--- src/rtl/exe_muldiv_ctrl_pkg.sv ---
// Shared definitions for the iterative RV32M multiply/divide sequencer:
// funct3 encodings, FSM states, special-case constants and a pre-shift helper.
package exe_muldiv_ctrl_pkg;

  localparam int unsigned XLEN = 32;

  localparam logic [2:0] F3_MUL    = 3'b000;
  localparam logic [2:0] F3_MULH   = 3'b001;
  localparam logic [2:0] F3_MULHSU = 3'b010;
  localparam logic [2:0] F3_MULHU  = 3'b011;
  localparam logic [2:0] F3_DIV    = 3'b100;
  localparam logic [2:0] F3_DIVU   = 3'b101;
  localparam logic [2:0] F3_REM    = 3'b110;
  localparam logic [2:0] F3_REMU   = 3'b111;

  localparam logic [XLEN-1:0] ALL_ONES = '1;
  localparam logic [XLEN-1:0] INT_MIN  = 32'h8000_0000;

  typedef enum logic [1:0] {
    ST_IDLE,
    ST_MUL,
    ST_DIV,
    ST_DONE
  } state_t;

  // Leading-zero count capped at 31 so a zero dividend still gets one iteration.
  function automatic logic [4:0] lead_shift(input logic [XLEN-1:0] v);
    logic [4:0] n;
    n = 5'd31;
    for (int unsigned i = 0; i < XLEN; i++) begin
      if (v[i]) n = 5'(31 - i);
    end
    return n;
  endfunction

endpackage

--- src/rtl/exe_muldiv_ctrl_if.sv ---
// Execution-stage handshake between the pipeline and the multiply/divide sequencer.
interface exe_muldiv_ctrl_if;
  logic                                 start_i;
  logic [2:0]                           funct3_i;
  logic [exe_muldiv_ctrl_pkg::XLEN-1:0] dat_a_i;
  logic [exe_muldiv_ctrl_pkg::XLEN-1:0] dat_b_i;
  logic                                 kill_i;
  logic                                 stall_o;
  logic                                 done_o;
  logic [exe_muldiv_ctrl_pkg::XLEN-1:0] result_o;

  modport master (
    output start_i, funct3_i, dat_a_i, dat_b_i, kill_i,
    input  stall_o, done_o, result_o
  );

  modport slave (
    input  start_i, funct3_i, dat_a_i, dat_b_i, kill_i,
    output stall_o, done_o, result_o
  );
endinterface

--- src/rtl/exe_muldiv_ctrl_muldiv_datapath.sv ---
// Shift-add multiplier and restoring divider registers; the *_o results are the
// post-step values with the requested sign applied, ready to latch on the final step.
module muldiv_datapath
  import exe_muldiv_ctrl_pkg::*;
(
  input  logic            clk_i,
  input  logic            rst_i,
  input  logic            load,
  input  logic            step,
  input  logic            div,
  input  logic            neg_res,
  input  logic            neg_rem,
  input  logic [4:0]      shamt,
  input  logic [XLEN-1:0] a_mag,
  input  logic [XLEN-1:0] b_mag,
  output logic [63:0]     prod,
  output logic [XLEN-1:0] quo,
  output logic [XLEN-1:0] rem,
  output logic            mplier_last
);

  logic [63:0]     acc, mcand, acc_nxt;
  logic [XLEN-1:0] mplier, pr, dq, dvsr, pr_nxt, dq_nxt;
  logic [XLEN:0]   shifted;
  logic            ge;

  always_comb begin
    acc_nxt = mplier[0] ? acc + mcand : acc;
    shifted = {pr, dq[XLEN-1]};
    ge      = shifted >= {1'b0, dvsr};
    pr_nxt  = ge ? 32'(shifted - {1'b0, dvsr}) : shifted[XLEN-1:0];
    dq_nxt  = {dq[XLEN-2:0], ge};
  end

  assign prod        = neg_res ? -acc_nxt : acc_nxt;
  assign quo         = neg_res ? -dq_nxt  : dq_nxt;
  assign rem         = neg_rem ? -pr_nxt  : pr_nxt;
  assign mplier_last = (mplier[XLEN-1:1] == '0);

  always_ff @(posedge clk_i or posedge rst_i) begin
    if (rst_i) begin
      acc    <= '0;
      mcand  <= '0;
      mplier <= '0;
      pr     <= '0;
      dq     <= '0;
      dvsr   <= '0;
    end else if (load) begin
      acc    <= '0;
      mcand  <= {32'b0, a_mag};
      mplier <= b_mag;
      pr     <= '0;
      dq     <= a_mag << shamt;
      dvsr   <= b_mag;
    end else if (step) begin
      if (div) begin
        pr <= pr_nxt;
        dq <= dq_nxt;
      end else begin
        acc    <= acc_nxt;
        mcand  <= mcand << 1;
        mplier <= mplier >> 1;
      end
    end
  end

endmodule

--- src/rtl/exe_muldiv_ctrl.sv ---
// RV32M multiply/divide sequencer: FSM, iteration counter and special-case handling.
// Optional MULDIV_EARLY_OUT_EN shortens multiply/divide iteration counts.
module exe_muldiv_ctrl
  import exe_muldiv_ctrl_pkg::*;
(
  input logic               clk_i,
  input logic               rst_i,
  exe_muldiv_ctrl_if.slave  mdu
);

`ifdef MULDIV_EARLY_OUT_EN
  localparam bit EARLY_EN = 1'b1;
`else
  localparam bit EARLY_EN = 1'b0;
`endif

  state_t          state;
  logic [4:0]      cnt, shamt;
  logic [2:0]      op;
  logic            neg_res, neg_rem, done_q;
  logic [XLEN-1:0] result_q, a_mag, b_mag, special_res, fin_res, quo, rem;
  logic [63:0]     prod;
  logic            a_sgn, b_sgn, a_neg, b_neg, in_div, div_zero, ovf, special;
  logic            accept, busy, step, last, mplier_last;

  always_comb begin
    in_div   = mdu.funct3_i[2];
    a_sgn    = mdu.funct3_i inside {F3_MULH, F3_MULHSU, F3_DIV, F3_REM};
    b_sgn    = mdu.funct3_i inside {F3_MULH, F3_DIV, F3_REM};
    a_neg    = a_sgn & mdu.dat_a_i[XLEN-1];
    b_neg    = b_sgn & mdu.dat_b_i[XLEN-1];
    a_mag    = a_neg ? -mdu.dat_a_i : mdu.dat_a_i;
    b_mag    = b_neg ? -mdu.dat_b_i : mdu.dat_b_i;
    div_zero = in_div & (mdu.dat_b_i == '0);
    ovf      = in_div & ~mdu.funct3_i[0] & (mdu.dat_a_i == INT_MIN) & (mdu.dat_b_i == ALL_ONES);
    special  = div_zero | ovf;
    if (div_zero) special_res = mdu.funct3_i[1] ? mdu.dat_a_i : ALL_ONES;
    else          special_res = mdu.funct3_i[1] ? '0 : INT_MIN;
    shamt    = (EARLY_EN && in_div) ? lead_shift(a_mag) : 5'd0;
  end

  assign accept = (state == ST_IDLE) & mdu.start_i & ~mdu.kill_i;
  assign busy   = (state == ST_MUL) | (state == ST_DIV);
  assign step   = busy & ~mdu.kill_i;
  assign last   = (cnt == 5'd31) | (EARLY_EN & (state == ST_MUL) & mplier_last);

  always_comb begin
    if (!op[2]) fin_res = (op == F3_MUL) ? prod[31:0] : prod[63:32];
    else        fin_res = op[1] ? rem : quo;
  end

  muldiv_datapath u_datapath (
    .clk_i       (clk_i),
    .rst_i       (rst_i),
    .load        (accept & ~special),
    .step        (step),
    .div         (state == ST_DIV),
    .neg_res     (neg_res),
    .neg_rem     (neg_rem),
    .shamt       (shamt),
    .a_mag       (a_mag),
    .b_mag       (b_mag),
    .prod        (prod),
    .quo         (quo),
    .rem         (rem),
    .mplier_last (mplier_last)
  );

  always_ff @(posedge clk_i or posedge rst_i) begin
    if (rst_i) begin
      state    <= ST_IDLE;
      cnt      <= '0;
      op       <= '0;
      neg_res  <= 1'b0;
      neg_rem  <= 1'b0;
      done_q   <= 1'b0;
      result_q <= '0;
    end else begin
      done_q <= 1'b0;
      if (mdu.kill_i) begin
        state <= ST_IDLE;
      end else begin
        case (state)
          ST_IDLE: if (mdu.start_i) begin
            op      <= mdu.funct3_i;
            neg_res <= a_neg ^ b_neg;
            neg_rem <= a_neg;
            cnt     <= shamt;
            if (special) begin
              result_q <= special_res;
              done_q   <= 1'b1;
              state    <= ST_DONE;
            end else begin
              state <= in_div ? ST_DIV : ST_MUL;
            end
          end
          ST_MUL, ST_DIV: begin
            cnt <= cnt + 5'd1;
            if (last) begin
              result_q <= fin_res;
              done_q   <= 1'b1;
              state    <= ST_DONE;
            end
          end
          ST_DONE: state <= ST_IDLE;
        endcase
      end
    end
  end

  assign mdu.stall_o  = accept | busy;
  assign mdu.done_o   = done_q;
  assign mdu.result_o = result_q;

endmodule

--- src/flat_wrapper.sv ---
// flat-port wrapper written by rule: the top's interface ports become plain ports
module exe_muldiv_ctrl_flat import exe_muldiv_ctrl_pkg::*;
  (clk_i, rst_i, mdu_start_i, mdu_funct3_i, mdu_dat_a_i, mdu_dat_b_i, mdu_kill_i, mdu_stall_o, mdu_done_o, mdu_result_o);
  exe_muldiv_ctrl_if mdu_i ();
  input logic clk_i;
  input logic rst_i;
  input wire logic [$bits(mdu_i.start_i)-1:0] mdu_start_i;
  input wire logic [$bits(mdu_i.funct3_i)-1:0] mdu_funct3_i;
  input wire logic [$bits(mdu_i.dat_a_i)-1:0] mdu_dat_a_i;
  input wire logic [$bits(mdu_i.dat_b_i)-1:0] mdu_dat_b_i;
  input wire logic [$bits(mdu_i.kill_i)-1:0] mdu_kill_i;
  output wire logic [$bits(mdu_i.stall_o)-1:0] mdu_stall_o;
  output wire logic [$bits(mdu_i.done_o)-1:0] mdu_done_o;
  output wire logic [$bits(mdu_i.result_o)-1:0] mdu_result_o;
  assign mdu_i.start_i = mdu_start_i;
  assign mdu_i.funct3_i = mdu_funct3_i;
  assign mdu_i.dat_a_i = mdu_dat_a_i;
  assign mdu_i.dat_b_i = mdu_dat_b_i;
  assign mdu_i.kill_i = mdu_kill_i;
  assign mdu_stall_o = mdu_i.stall_o;
  assign mdu_done_o = mdu_i.done_o;
  assign mdu_result_o = mdu_i.result_o;
  exe_muldiv_ctrl u_core (.clk_i(clk_i), .rst_i(rst_i), .mdu(mdu_i));
endmodule
--- config.mk ---
export PLATFORM = sky130hd
export DESIGN_NAME = exe_muldiv_ctrl_flat
export DESIGN_NICKNAME = d
export VERILOG_FILES = /design/src/rtl/exe_muldiv_ctrl_pkg.sv /design/src/rtl/exe_muldiv_ctrl_if.sv /design/src/rtl/exe_muldiv_ctrl_muldiv_datapath.sv /design/src/rtl/exe_muldiv_ctrl.sv /design/src/flat_wrapper.sv
export SDC_FILE = /design/constraint.sdc
export NUM_CORES = 1
export LEC_CHECK = 0
export ABC_CLOCK_PERIOD_IN_PS = 27100
export BUFFER_PORTS_ARGS = -buffer_cell sky130_fd_sc_hd__clkbuf_2
export CAP_MARGIN = 15
export CORE_MARGIN = 2
export CORE_UTILIZATION = 35
export DETAILED_ROUTE_END_ITERATION = 16
export MAX_ROUTING_LAYER = met4
export PLACE_DENSITY_LB_ADDON = 0.1
export SLEW_MARGIN = 20
export SYNTH_ARGS = -nofsm -noshare
export SYNTH_HDL_FRONTEND = slang
export SYNTH_SLANG_ARGS = --single-unit
--- constraint.sdc ---
create_clock -name clk_i -period 27.1 [get_ports clk_i]
set_clock_uncertainty 0.2 [all_clocks]
set_input_delay 4.065 -clock clk_i [delete_from_list [all_inputs] [get_ports clk_i]]
set_output_delay 4.065 -clock clk_i [all_outputs]
set_load 0.01 [all_outputs]
# Word-level counts from Yosys, hierarchy flattened
# Cells that the tools add are included.
# Widths: inputs -> output; s select.
# word_totals
ff_bits	301
inputBits	71
output_inout_bits	34
# op_classes
n_addsub	8
n_lt_le_gt_ge	1
eq_ne	16
mux	45
bitwise_logic	17
reduce_logical	15
# op_table
op	n
$mux 32	23
$mux 64	8
$neg 32->32	4
$add 64x64->64	1
$eq 32x32->1 const B	2
$neg 64->64	1
$pmux 32 s2	1
$ge 33x32->1	1
$logic_not 32->1	1
$sub 32x32->32	1
$and 1x1->1	10
$mux 2	5
$pmux 5 s2	1
$eq 3x3->1 const B	2
$pmux 2 s3	1
$reduce_and 2->1	3
$reduce_and 3->1	2
$reduce_bool 2->1	3
$add 5x1->5 const B	1
$eq 5x5->1 const B	1
$mux 5	1
$reduce_and 5->1	1
$eq 2x2->1 const B	2
$mux 1	4
other kinds (16)	22

# Depth between registers and ports, before layout
# depth
depth_word	9
depth_mapped	25
depth_no_buf	21

# Hierarchy
# A second synthesis with hierarchy kept.
# unflattened
hier_cells	3527
area_unflattened_um2	27533.9
# modules_own_cells
mod	instances	cells_each	area_per_inst_um2
muldiv_datapath	1	2915	22678.0
exe_muldiv_ctrl	1	612	4855.9

# Worst setup path before layout
# No wires, ideal clock.
# synth_path
path_type	input -> output
from	input mdu_kill_i
to	output mdu_stall_o
arrival_ns	4.861
required_time_ns	22.835
setup_slack_ns	17.974
path_stages	4
n_path_buf	2
path_cell_list	clkbuf_1 > nand3b_1 > clkbuf_1 > nand2_1
# synth_between
elab_chain_cells	3
# synth_rtl
element	line_no	text
from (decl)	flat_wrapper.sv:11	input wire logic [$bits(mdu_i.kill_i)-1:0] mdu_kill_i;
$not 1->1 (no line)	n/a	
$and 1x1->1	exe_muldiv_ctrl.sv:42	assign accept = (state == ST_IDLE) & mdu.start_i & ~mdu.kill_i;
$or 1x1->1	exe_muldiv_ctrl.sv:111	assign mdu.stall_o = accept | busy;
to (decl)	flat_wrapper.sv:12	output wire logic [$bits(mdu_i.stall_o)-1:0] mdu_stall_o;
# No other way between the ends.

# Final worst setup path
# Ends and elaborated chain as after synthesis.

==> qor.csv <==
stage,metric,value,unit
clocking,root buf cell,clkbuf_16,
timing,worst rel slew slack,26.5,%
critical_path,cell mode on critical path,clkbuf_2,
clocking,Clock Sinks,301,
global_routing,vias in the first global route,24500,
timing,setup TNS,0,ns
critical_path,critical path type,in2out,
synthesis,synthesis warning total,0,
global_routing,largest net degree at the start of global routing,146,
timing,Final Max Slew Viols,0,
synthesis,post-synthesis sequential element count,301,
critical_path,crit-path max FO,11,
detailed_routing,starting DRC count in detailed routing,2328,
global_routing,initial antenna violation count,5,
clocking,clk_lat worst skew,0.59,ns
outcome,failing checks,DRC,
layout,layout cell share with drive strength beyond 1,8.59,%
synthesis,Async SR Flop Fraction,100,%
placed_design,post-detail-place hpwl,83.8,mm
clocking,CTS tree,built,
critical_path,worst reg-to-reg setup slack,19.62,ns
power,VDD IR-drop max,0.0000497,V
placed_design,I/O Buffers,104,
synthesis,syn avg cell area,7.86,sq um
critical_path,buffer and inverter count on the worst path,2,
critical_path,crit path from,mdu_kill_i,
global_routing,gr usage total,28.7,%
critical_path,Critical Path Start Type,primary input,
detailed_routing,vias,26100,
floorplanning,io pins,105,
clocking,Longest Clk Path Bufs,3,
synthesis,Mapped Area,25900,sq um
floorplanning,Core Area,73100,sq um
timing,worst-margin pin slew,1.09,ns
timing,Achievable Freq,0.105,GHz
power,Static Leak,11.8,nW
power,PwrDens,109,nW/um^2
floorplanning,FP Rows,99,
power,Tot Pwr,3.11,mW
outcome,outcome,"finished, violations left",
clocking,H-tree depth,2,
critical_path,WP data arrival,5.21,ns
synthesis,"Seq/Total Area, Yosys",29.1,%
placed_design,routability cong.,0.939,
floorplanning,height of the die,276,um
global_routing,gr ovfl total,0,
critical_path,capturing element type of the critical path,primary output,
timing,Final Hold Fails,0,
detailed_routing,Initial DRT Pass Iterations,11,
detailed_routing,DR WL/cell,25.2,um
worst_hold_path,Hold/Removal Path Class,reg2reg,
timing,Final min period,9.48,ns
layout,Area Overhead vs Synth,10.1,%
clocking,# Post-CTS Setup Buffers,0,
critical_path,CP Cell Sequence,clkbuf_2 > nand3b_1 > nand2_1 > clkbuf_2,
run,Max-cap violations,0,
worst_hold_path,Hold Path Origin,u_core.u_datapath.mplier[17],
detailed_routing,via/cell ratio,6.11,
synthesis,Mapped Cells,3291,
clocking,clk slew on worst S/H paths,0.06,ns
timing,final setup fails,0,
synthesis,"EDFF count, synth",0,
clocking,cts hold-fix bufs,0,
critical_path,Worst Path Required,22.84,ns
synthesis,syn nets,3471,
clocking,cts repair resizes,0,
detailed_routing,Routed Antenna Nets,0,
detailed_routing,routed wire length,108,mm
synthesis,Netlist cell types,110,
clocking,cts bufs inserted,39,
critical_path,slowest CP cell,nand3b_1,
timing,fin crit share,35.0,%
synthesis,prevailing post-synth register cell,dfrtp_1,
global_routing,first-pass GRT wire length,161,mm
floorplanning,die width,276,um
layout,fill count,7609,
layout,Post-layout nets,3454,
critical_path,CP peak stage delay,0.48,ns
critical_path,Reg2Reg Launch Point,u_core.u_datapath.dvsr[6],
floorplanning,Initial Utilization,35.4,%
floorplanning,die area,76100,sq um
critical_path,"delay-heaviest family, CP",simple AND/OR/NAND/NOR gates,
timing,RSZ-0062 raised after global routing,no,
detailed_routing,# DRC,2,
[cell usage in the layout (no fill, tap or decap), types with 13 or more instances in the layout]
cell type | netlist | final
a21oi_1 | 238 | 237
ha_1 | 107 | 107
a211oi_1 | 33 | 33
a221o_1 | 39 | 38
o21a_1 | 24 | 24
nor2_1 | 248 | 244
and2_1 | 18 | 18
a31oi_1 | 43 | 43
and4_1 | 13 | 13
a22o_1 | 50 | 50
or3_1 | 45 | 45
clkbuf_16 | 0 | 39
nand4_1 | 63 | 63
clkbuf_2 | 1 | 104
o221ai_1 | 13 | 13
nor2b_1 | 23 | 22
nand2_1 | 438 | 438
o21bai_1 | 14 | 14
nor3_1 | 79 | 77
o21ai_1 | 16 | 16
a21boi_0 | 41 | 41
a21o_1 | 31 | 30
dfrtp_1 | 301 | 299
or4_1 | 23 | 23
nand3_1 | 58 | 58
inv_1 | 81 | 80
nor4_1 | 21 | 21
o21ai_0 | 367 | 367
o211ai_1 | 45 | 45
xor2_1 | 108 | 108
o41ai_1 | 18 | 18
mux2_2 | 14 | 14
and3_1 | 21 | 21
a221oi_1 | 20 | 19
nand2b_1 | 30 | 30
o2111ai_1 | 13 | 13
mux2i_1 | 54 | 54
xnor2_1 | 95 | 95
buf_4 | 4 | 34
o31ai_1 | 65 | 65
[Yosys cell counts (13+ instances only)]
master / n / area share, %
and4_1: 13 / 0.44
nor2b_1: 23 / 0.56
nand2b_1: 30 / 0.73
and3_1: 21 / 0.51
a21boi_0: 41 / 1.2
xnor2_1: 95 / 3.2
buf_1: 17 / 0.25
ha_1: 107 / 5.2
mux2_2: 14 / 0.61
nor2_1: 248 / 3.6
xor2_1: 108 / 3.7
a21o_1: 31 / 0.90
nand4_1: 63 / 1.5
o31ai_1: 65 / 1.9
o21ai_1: 16 / 0.31
a31oi_1: 43 / 1.0
and2_1: 18 / 0.44
or4_1: 23 / 0.67
nand2_1: 438 / 6.4
a21oi_1: 238 / 4.6
o2111ai_1: 13 / 0.44
a22o_1: 50 / 1.7
inv_1: 81 / 1.2
buf_2: 20 / 0.39
a221o_1: 39 / 1.5
o21ai_0: 367 / 7.1
a221oi_1: 20 / 0.68
a211oi_1: 33 / 0.96
nor4_1: 21 / 0.51
nor3_1: 79 / 1.5
o211ai_1: 45 / 1.3
o221ai_1: 13 / 0.44
o21a_1: 24 / 0.70
o21bai_1: 14 / 0.41
mux2i_1: 54 / 2.1
o41ai_1: 18 / 0.61
dfrtp_1: 301 / 29
nand3_1: 58 / 1.1
or3_1: 45 / 1.1
clkbuf_1: 147 / 2.1
[area by class of cell]
class / instances / area, sq um / area share [%]
antenna: 5 / 12.5 / 0.0439
timing repair buffer: 141 / 818 / 2.87
tap: 959 / 1200 / 4.21
inverter: 82 / 315 / 1.11
multi-input combinational: 2709 / 17200 / 60.5
sequential: 301 / 7540 / 26.4
clock inverter: 18 / 270 / 0.948
clock buffer: 54 / 1100 / 3.87
[registers in the layout, summed over array words and instances (netlist names)]
name	count
u_core.cnt	5
u_core.mdu.done_o	1
u_core.mdu.result_o	32
u_core.neg_rem	1
u_core.neg_res	1
u_core.op	3
u_core.state	2
u_core.u_datapath.acc	64
u_core.u_datapath.dq	32
u_core.u_datapath.dvsr	32
u_core.u_datapath.mcand	64
u_core.u_datapath.mplier	32
u_core.u_datapath.pr	32
[stage by stage]
| stage | worst slack [ns] | instances | area [sq um] | utilization (%) | hold slack [ns] |
|---|---|---|---|---|---|
| floorplan | 14.52 | 3291 | 25900 | - | 0.245 |
| global placement | 17.08 | 4192 | 27100 | 37.1 | 0.256 |
| detailed placement | 17.01 | 4192 | 27100 | 37.1 | 0.265 |
| CTS | 17.62 | 4264 | 28500 | 39.0 | 0.279 |
| global route | 17.30 | 4269 | 28500 | 39.0 | 0.300 |
| finish | 17.62 | 4269 | 28500 | 39.0 | 0.275 |
[power by group]
group          internal, mW  leakage [nW]  switching [mW]
clock                 0.336         0.671           0.229
combinational         0.594          7.22            1.19
sequential            0.590          3.91           0.165
[tightest hold or removal path: stages (launching register included)]
cell and delay [ns]:
dfrtp_1 0.34, nand2_1 0.04, o21ai_0 0.06
[per-layer routing]
layer	part of all wire [%]	track usage (%)
met4	3.7	9.45
met3	5.3	3.02
met5	0	-
met2	47	46.8
met1	44	37.3
[path summary, 6_finish.rpt]
path	end	cells past startpoint
worst max-delay path	mdu_stall_o	4
worst min-delay path	u_core.u_datapath.mplier[17]	2
worst max register to register	u_core.mdu.result_o[28]	22
worst min register to register	u_core.u_datapath.mplier[17]	2
max in group asynchronous	u_core.u_datapath.acc[48]	3
min in group asynchronous	u_core.u_datapath.pr[7]	2
[kinds of logic after synthesis]
kind of cell / after synthesis / synth area share [%]
AOI/OAI and AO/OA: 1194 / 30.4
xor gates and xnor gates: 203 / 6.87
adders and majority gates: 109 / 5.33
buffers and inverters: 281 / 4.53
DFF: 301 / 29.1
muxes: 70 / 2.78
and+or+nand+nor: 1133 / 21.0
Power figures use the tool's default switching activity.
